## config.mk

```make
export PLATFORM = sky130hd
export DESIGN_NAME = prog_lut_seq
export DESIGN_NICKNAME = d
export VERILOG_FILES = /design/src/rtl/prog_lut_seq.sv
export SDC_FILE = /design/constraint.sdc
export NUM_CORES = 1
export LEC_CHECK = 0
export ABC_AREA = 1
export ABC_CLOCK_PERIOD_IN_PS = 2340
export CAP_MARGIN = 15
export CORE_MARGIN = 8
export CORE_UTILIZATION = 50
export DETAILED_ROUTE_END_ITERATION = 10
export PLACE_DENSITY = 0.76
export SLEW_MARGIN = 5
export SYNTH_ARGS = -nofsm -noshare
export SYNTH_HDL_FRONTEND = slang
export SYNTH_SLANG_ARGS = --single-unit
export TNS_END_PERCENT = 30
```

## constraint.sdc

```tcl
create_clock -name clk -period 2.34 [get_ports clk]
set_clock_uncertainty 0.05 [all_clocks]
set_input_delay 0.351 -clock clk [delete_from_list [all_inputs] [get_ports clk]]
set_output_delay 0.351 -clock clk [all_outputs]
set_load 0.01 [all_outputs]
```

## src/rtl/prog_lut_seq.sv

```systemverilog
// Programmable N_IN-input Boolean function: a registered truth-table lookup whose
// table is reloaded through a serial port into a shadow and committed atomically.
module prog_lut_seq #(
   parameter int unsigned  N_IN  = 3,
   localparam int unsigned DEPTH = 2 ** N_IN,
   parameter logic [DEPTH-1:0] INIT = DEPTH'(8'hA2)
) (
   input  logic             clk,
   input  logic             rst_n,
   input  logic             in_valid,
   input  logic [N_IN-1:0]  in_vec,
   output logic             out_valid,
   output logic             y,
   input  logic             cfg_start,
   input  logic             cfg_abort,
   input  logic             cfg_valid,
   input  logic             cfg_bit,
   output logic             cfg_ready,
   output logic             cfg_done,
   output logic [DEPTH-1:0] table_q
);

   localparam int unsigned CW = $clog2(DEPTH) + 1;

   typedef enum logic [1:0] {
      IDLE   = 2'd0,
      SHIFT  = 2'd1,
      COMMIT = 2'd2
   } state_t;

   state_t           state_q, state_d;
   logic [DEPTH-1:0] shadow_q, shadow_d;
   logic [CW-1:0]    cnt_q, cnt_d;
   logic             commit_c;

   // Config FSM state, shadow and counter; ready/done are registered decodes of the next state
   always_ff @(posedge clk or negedge rst_n) begin
      if (!rst_n) begin
         state_q   <= IDLE;
         shadow_q  <= '0;
         cnt_q     <= '0;
         cfg_ready <= 1'b0;
         cfg_done  <= 1'b0;
      end else begin
         state_q   <= state_d;
         shadow_q  <= shadow_d;
         cnt_q     <= cnt_d;
         cfg_ready <= (state_d == SHIFT);
         cfg_done  <= (state_d == COMMIT);
      end
   end

   always_comb begin
      state_d  = state_q;
      shadow_d = shadow_q;
      cnt_d    = cnt_q;
      commit_c = 1'b0;
      unique case (state_q)
         IDLE: begin
            if (cfg_start) begin
               state_d  = SHIFT;
               shadow_d = '0;
               cnt_d    = '0;
            end
         end
         SHIFT: begin
            // Abort beats restart beats a bit accept; a restart drops that cycle's bit
            if (cfg_abort) begin
               state_d  = IDLE;
               shadow_d = '0;
               cnt_d    = '0;
            end else if (cfg_start) begin
               shadow_d = '0;
               cnt_d    = '0;
            end else if (cfg_valid) begin
               shadow_d = {shadow_q[DEPTH-2:0], cfg_bit};
               cnt_d    = cnt_q + CW'(1);
               if (cnt_q == CW'(DEPTH - 1)) begin
                  state_d = COMMIT;
               end
            end
         end
         COMMIT: begin
            commit_c = 1'b1;
            cnt_d    = '0;
            state_d  = IDLE;
         end
         default: begin
            state_d = IDLE;
         end
      endcase
   end

   // Lookup reads the pre-edge table, so a commit-cycle lookup still sees the old function
   always_ff @(posedge clk or negedge rst_n) begin
      if (!rst_n) begin
         table_q   <= INIT;
         y         <= 1'b0;
         out_valid <= 1'b0;
      end else begin
         out_valid <= in_valid;
         if (in_valid) begin
            y <= table_q[in_vec];
         end
         if (commit_c) begin
            table_q <= shadow_q;
         end
      end
   end

endmodule

```

==> impl_metrics.env, run 1 <==
export IMPL_power_internal_w=0.000759
export IMPL_fillers=204
export IMPL_antenna_found_initial=0
export IMPL_syn_avg_cell_area_um2=8.76
export IMPL_final_common_cell="nand2_1"
export IMPL_cts_tree="done"
export IMPL_cts_hold_buf=0
export IMPL_grt_pass1_wl_mm=4.16
export IMPL_tightest_slew_ps=439
export IMPL_cts_resized=0
export IMPL_final_cell_mix="nand2_1, dfrtp_1, clkdlybuf4s50_1"
export IMPL_outcome="complete, no violations"
export IMPL_path_clk_slew_ps=140
export IMPL_swShare_pct=32.0
export IMPL_start_util_pct=52.2
export IMPL_cp_top_family="flip-flops"
export IMPL_first_global_vias=974
export IMPL_ant_nets=0
export IMPL_htreeDepth=1
export IMPL_crit_path_end_kind="output port"
export IMPL_synthMuxAreaShare_pct=0
export IMPL_maxCapViolCount=0
export IMPL_hold_class="input pin to async pin"
export IMPL_multi_input_area_um2=513
export IMPL_setup_tns_ps=0
export IMPL_grt_max_degree=27
export IMPL_ys_seq_area_share_pct=51.5
export IMPL_netlist_instances=145
export IMPL_netlist_cell_type_count=22
export IMPL_hold_viol_final=0
export IMPL_path_buf_inv=1
export IMPL_worstPathRequired_ps=1940
export IMPL_critPathKind="flip-flop to output port"
export IMPL_drc=0
export IMPL_reg2reg_slack_ps=700
export IMPL_p_sw_w=0.000356
export IMPL_stdcell_count=199
export IMPL_clock_path_buffers=2
export IMPL_fin_nets=184
export IMPL_clock_latency_ps=320
export IMPL_grt_ovfl_total=0
export IMPL_place_inst=195
export IMPL_seq_area_um2=654
export IMPL_cp_max_fo=2
export IMPL_pwr_share_clk_pct=27.3
export IMPL_timing_fmax_mhz=550
export IMPL_core_area_um2=2430
export IMPL_first_pass_iters=4
export IMPL_powerDensity_nw_per_um2=718
export IMPL_gp_congestion=0.843
export IMPL_routed_via_density=5.13
export IMPL_seq_power_share_pct=45.2
export IMPL_antennaDiodeCount=0
export IMPL_slowest_stage="dfstp_2"
export IMPL_crit_path_max_incr_delay_ps=560
export IMPL_setup_viol=0
export IMPL_area_growth_syn_to_layout_pct=22.4
export IMPL_finalCritPeriodShare_pct=77.7
export IMPL_arrival_ps=1420
export IMPL_synth_compound_area_share_pct=11.6
export IMPL_num_io_pins=22
export IMPL_die_y_um=66.4
export IMPL_crit_chain="clkdlybuf4s50_1"
export IMPL_synth_nets=159
export IMPL_rows=18
export IMPL_wl_per_cell_um=12.8
export IMPL_synth_simple_area_share_pct=24.1
export IMPL_pwr_share_comb_pct=27.5
export IMPL_post_cts_buffers=0
export IMPL_power_leakage_nw=0.739
export IMPL_cts_sinks=26
export IMPL_synthXorXnorAreaFrac_pct=0.690
export IMPL_ys_warn_count=0
export IMPL_maxSlewHeadroom_pct=70.7
export IMPL_ys_ff_latch=26
export IMPL_start_kind="flip-flop"
export IMPL_port_buffers=21
export IMPL_rsz0062_at_grt="no"
export IMPL_routed_wl_mm=2.55
export IMPL_dr_total_vias=1021
export IMPL_post_route_min_period_ps=1820
export IMPL_drt_initial_drc_count=56
export IMPL_synth_top_family_by_area="simple AND/OR/NAND/NOR gates"
export IMPL_dp_hpwl_mm=1.97
export IMPL_grt_use_total_pct=12.0
export IMPL_die_w_um=66.4
export IMPL_ir_drop_v=0.000556
export IMPL_synthAdderAreaFrac_pct=3.94
export IMPL_numCtsBuffers=3
export IMPL_clockRootBuffer="clkbuf_4"
export IMPL_die_area_um2=4410
export IMPL_drv_slew=0
export IMPL_netlist_area_um2=1270
export IMPL_drive_above_1_share_pct=14.2
export IMPL_total_power_w=0.00112
## cell usage after synthesis
master / count / area, um^2
nor3_1: 1 / 5.00
o21ai_0: 7 / 35.0
nand3_1: 8 / 40.0
o21ai_1: 5 / 25.0
inv_2: 1 / 3.75
nand2_4: 2 / 22.5
buf_12: 1 / 20.0
nand2_2: 4 / 25.0
dfstp_2: 3 / 78.8
nor3b_1: 1 / 7.51
xor2_1: 1 / 8.76
dfrtp_1: 23 / 576
nor2_1: 4 / 15.0
nand2_1: 46 / 173
inv_1: 20 / 75.1
clkbuf_1: 1 / 3.75
nand3b_1: 1 / 7.51
ha_1: 4 / 50.1
nor2_4: 1 / 11.3
a21oi_1: 2 / 10.0
o21ai_2: 8 / 70.1
o211ai_1: 1 / 7.51
## cells by family (layout without fill, tap and decap cells)
kind of cell | after synthesis | after routing
AOI/OAI and AO/OA | 23 | 23
xor gates and xnor gates | 1 | 1
buffers and inverters | 23 | 47
DFF | 26 | 26
adders and majority gates | 4 | 4
and+or+nand+nor | 68 | 68
## power by group through the flow
stage / sequential [W] / combinational (W) / clock, W
after detailed placement: 0.000511 / 0.000307 / 0
after global routing: 0.000507 / 0.000338 / 0.000329
after global placement: 0.000510 / 0.000295 / 0
final: 0.000504 / 0.000307 / 0.000304
after CTS: 0.000504 / 0.000307 / 0.000313
after floorplan: 0.000514 / 0.000251 / 0
## final timing paths
| path | cells past startpoint | start | endpoint |
|---|---|---|---|
| worst max-delay path | 1 | table_q[7] | table_q[7] |
| worst min-delay path | 2 | rst_n | table_q[0] |
| worst max register to register | 8 | state_q[1] | shadow_q[4] |
| worst min register to register | 2 | y | y |
| max in group asynchronous | 2 | rst_n | table_q[5] |
| min in group clk | 2 | y | y |
## sequential cells by signal, indices dropped and copies added (netlist names)
register   cells
cfg_done       1
cnt_q          4
out_valid      1
cfg_ready      1
shadow_q       8
y              1
table_q        8
state_q        2
## through the flow
step	instance area, um^2	utilization, %	hold WS (ps)	setup WS, ps
global placement	1500	61.7	418	640
floorplan	1270	-	5.41	918
CTS	1550	63.9	324	498
detailed placement	1500	61.7	430	584
finish	1550	63.9	325	522
global route	1550	63.9	362	472
## per-layer routing
| layer | global-route usage (%) | wire (um) |
|---|---|---|
| met2 | 19.3 | 1200 |
| met1 | 13.8 | 1150 |
| met5 | 0 | 0 |
| met4 | 5.87 | 37 |
| met3 | 4.07 | 163 |
## area by class of cell
cell class,instances,share of cell area (%)
clock buffers,3,1.45
repair buffers,22,14.0
flip-flops and latches,26,42.1
inverters,21,5.07
multi-input cells,96,33.0
clock inverters,1,1.93
well taps,30,2.42
Note: power is estimated with default switching activity, not from simulation.
==> inputs of run 2 (changes only) <==
--- a/config.mk
+++ b/config.mk
@@ -6,7 +6,7 @@
 export NUM_CORES = 1
 export LEC_CHECK = 0
 export ABC_AREA = 1
-export ABC_CLOCK_PERIOD_IN_PS = 2340
+export ABC_CLOCK_PERIOD_IN_PS = 1800
 export CAP_MARGIN = 15
 export CORE_MARGIN = 8
 export CORE_UTILIZATION = 50
==> constraint.sdc (replaced) <==
create_clock -name clk -period 1.8 [get_ports clk]
set_clock_uncertainty 0.05 [all_clocks]
set_input_delay 0.27 -clock clk [delete_from_list [all_inputs] [get_ports clk]]
set_output_delay 0.27 -clock clk [all_outputs]
set_load 0.01 [all_outputs]
==> run 2 against run 1 <==
Against the previous run:
- cell count up 0.50%
- design area up 0.48%
- count of clock-buffer cells in the layout unchanged
- critical path type unchanged
- highest routed layer unchanged
- die area unchanged
- wire length down 1.2%
- global-route usage up 0.59 points
- sequential share of layout area down 0.20 points
- non-clock buffer count up 1
- clock power up 30%
==> impl_metrics.env, run 2 (same netlist as run 1, synthesis figures left out) <==
export IMPL_outcome="complete, no violations"
export IMPL_ant_nets=0
export IMPL_rsz0062_at_grt="no"
export IMPL_cts_tree="done"
export IMPL_worstPathRequired_ps=1480
export IMPL_grt_pass1_wl_mm=4.37
export IMPL_cts_sinks=26
export IMPL_crit_chain="clkdlybuf4s50_1"
export IMPL_power_leakage_nw=0.744
export IMPL_die_area_um2=4410
export IMPL_drt_initial_drc_count=52
export IMPL_crit_path_end_kind="output port"
export IMPL_slowest_stage="dfstp_2"
export IMPL_setup_viol=0
export IMPL_num_io_pins=22
export IMPL_grt_ovfl_total=0
export IMPL_wl_per_cell_um=12.6
export IMPL_crit_path_max_incr_delay_ps=550
export IMPL_worst_slack_ps=79.5
export IMPL_die_y_um=66.4
export IMPL_timing_fmax_mhz=581
export IMPL_finalCritPeriodShare_pct=95.6
export IMPL_antenna_found_initial=0
export IMPL_drc=0
export IMPL_postLayoutCoreUtil_pct=64.2
export IMPL_clock_path_buffers=2
export IMPL_cts_hold_buf=0
export IMPL_cp_top_family="flip-flops"
export IMPL_clock_latency_ps=320
export IMPL_powerDensity_nw_per_um2=938
export IMPL_path_buf_inv=1
export IMPL_setup_tns_ps=0
export IMPL_hold_class="input pin to async pin"
export IMPL_grt_max_degree=27
export IMPL_port_buffers=21
export IMPL_routed_via_density=5.09
export IMPL_drive_above_1_share_pct=14.7
export IMPL_maxSlewHeadroom_pct=69.8
export IMPL_routed_wl_mm=2.52
export IMPL_hold_viol_final=0
export IMPL_core_area_um2=2430
export IMPL_area_growth_syn_to_layout_pct=23.0
export IMPL_first_pass_iters=4
export IMPL_dpl_cell_area_um2=1510
export IMPL_pre_cts_slack_ps=188
export IMPL_critPathKind="flip-flop to output port"
export IMPL_fin_nets=185
export IMPL_final_common_cell="nand2_1"
export IMPL_cp_max_fo=2
export IMPL_grt_use_total_pct=12.5
export IMPL_post_route_min_period_ps=1720
export IMPL_drv_slew=0
export IMPL_rows=18
export IMPL_final_cell_mix="nand2_1, dfrtp_1, clkdlybuf4s50_1"
export IMPL_dp_hpwl_mm=1.91
export IMPL_gp_congestion=0.812
export IMPL_maxCapViolCount=0
export IMPL_htreeDepth=1
export IMPL_arrival_ps=1400
export IMPL_post_cts_buffers=0
export IMPL_clockRootBuffer="clkbuf_4"
export IMPL_fin_area_um2=1560
export IMPL_die_w_um=66.4
export IMPL_path_clk_slew_ps=140
export IMPL_cts_resized=0
export IMPL_start_kind="flip-flop"
export IMPL_first_global_vias=997
export IMPL_dr_total_vias=1018
export IMPL_largestRegisters="shadow_q x8, table_q x8, cnt_q x4"
export IMPL_total_power_w=0.00146
export IMPL_numCtsBuffers=3
export IMPL_tightest_slew_ps=453
export IMPL_ir_drop_v=0.000602
export IMPL_antennaDiodeCount=0
export IMPL_start_util_pct=52.2
-- run 2: cell type report --
cell class                      count  area (um^2)
Multi-Input combinational cell     96          513
Clock inverter                      1         30.0
Timing Repair Buffer               23          225
Clock buffer                        3         22.5
Tap cell                           30         37.5
Sequential cell                    26          654
Fill cell                         226          871
Inverter                           21         78.8
-- run 2: per-stage QoR --
step / cells / hold WS (ps)
floorplan: 145 / -75.6
global placement: 196 / 418
detailed placement: 196 / 426
CTS: 200 / 263
global route: 200 / 270
finish: 200 / 259
-- run 2: final timing paths --
path                             from         end  slack (ps)  depth (start not counted)
max                        table_q[1]  table_q[1]          80                          1
min                             rst_n  table_q[3]         260                          2
max reg2reg                state_q[1]    cnt_q[3]         260                          7
min reg2reg                         y           y         460                          2
max in group asynchronous       rst_n  table_q[5]        1140                          2
min in group clk             in_valid   out_valid         380                          1
-- run 2: layer usage --
| layer | global-route usage (%) | part of all wire, % | up-vias |
|---|---|---|---|
| li1 | - | - | 508 |
| met1 | 15.0 | 46 | 480 |
| met2 | 20.0 | 46 | 26 |
| met3 | 3.73 | 5.6 | 4 |
| met4 | 6.13 | 1.4 | 0 |
| met5 | 0 | 0 | - |
-- run 2: where the power goes --
group | switching (W) | internal [W]
registers | 0.0000316 | 0.000626
logic | 0.000270 | 0.000141
clock network | 0.000171 | 0.000225
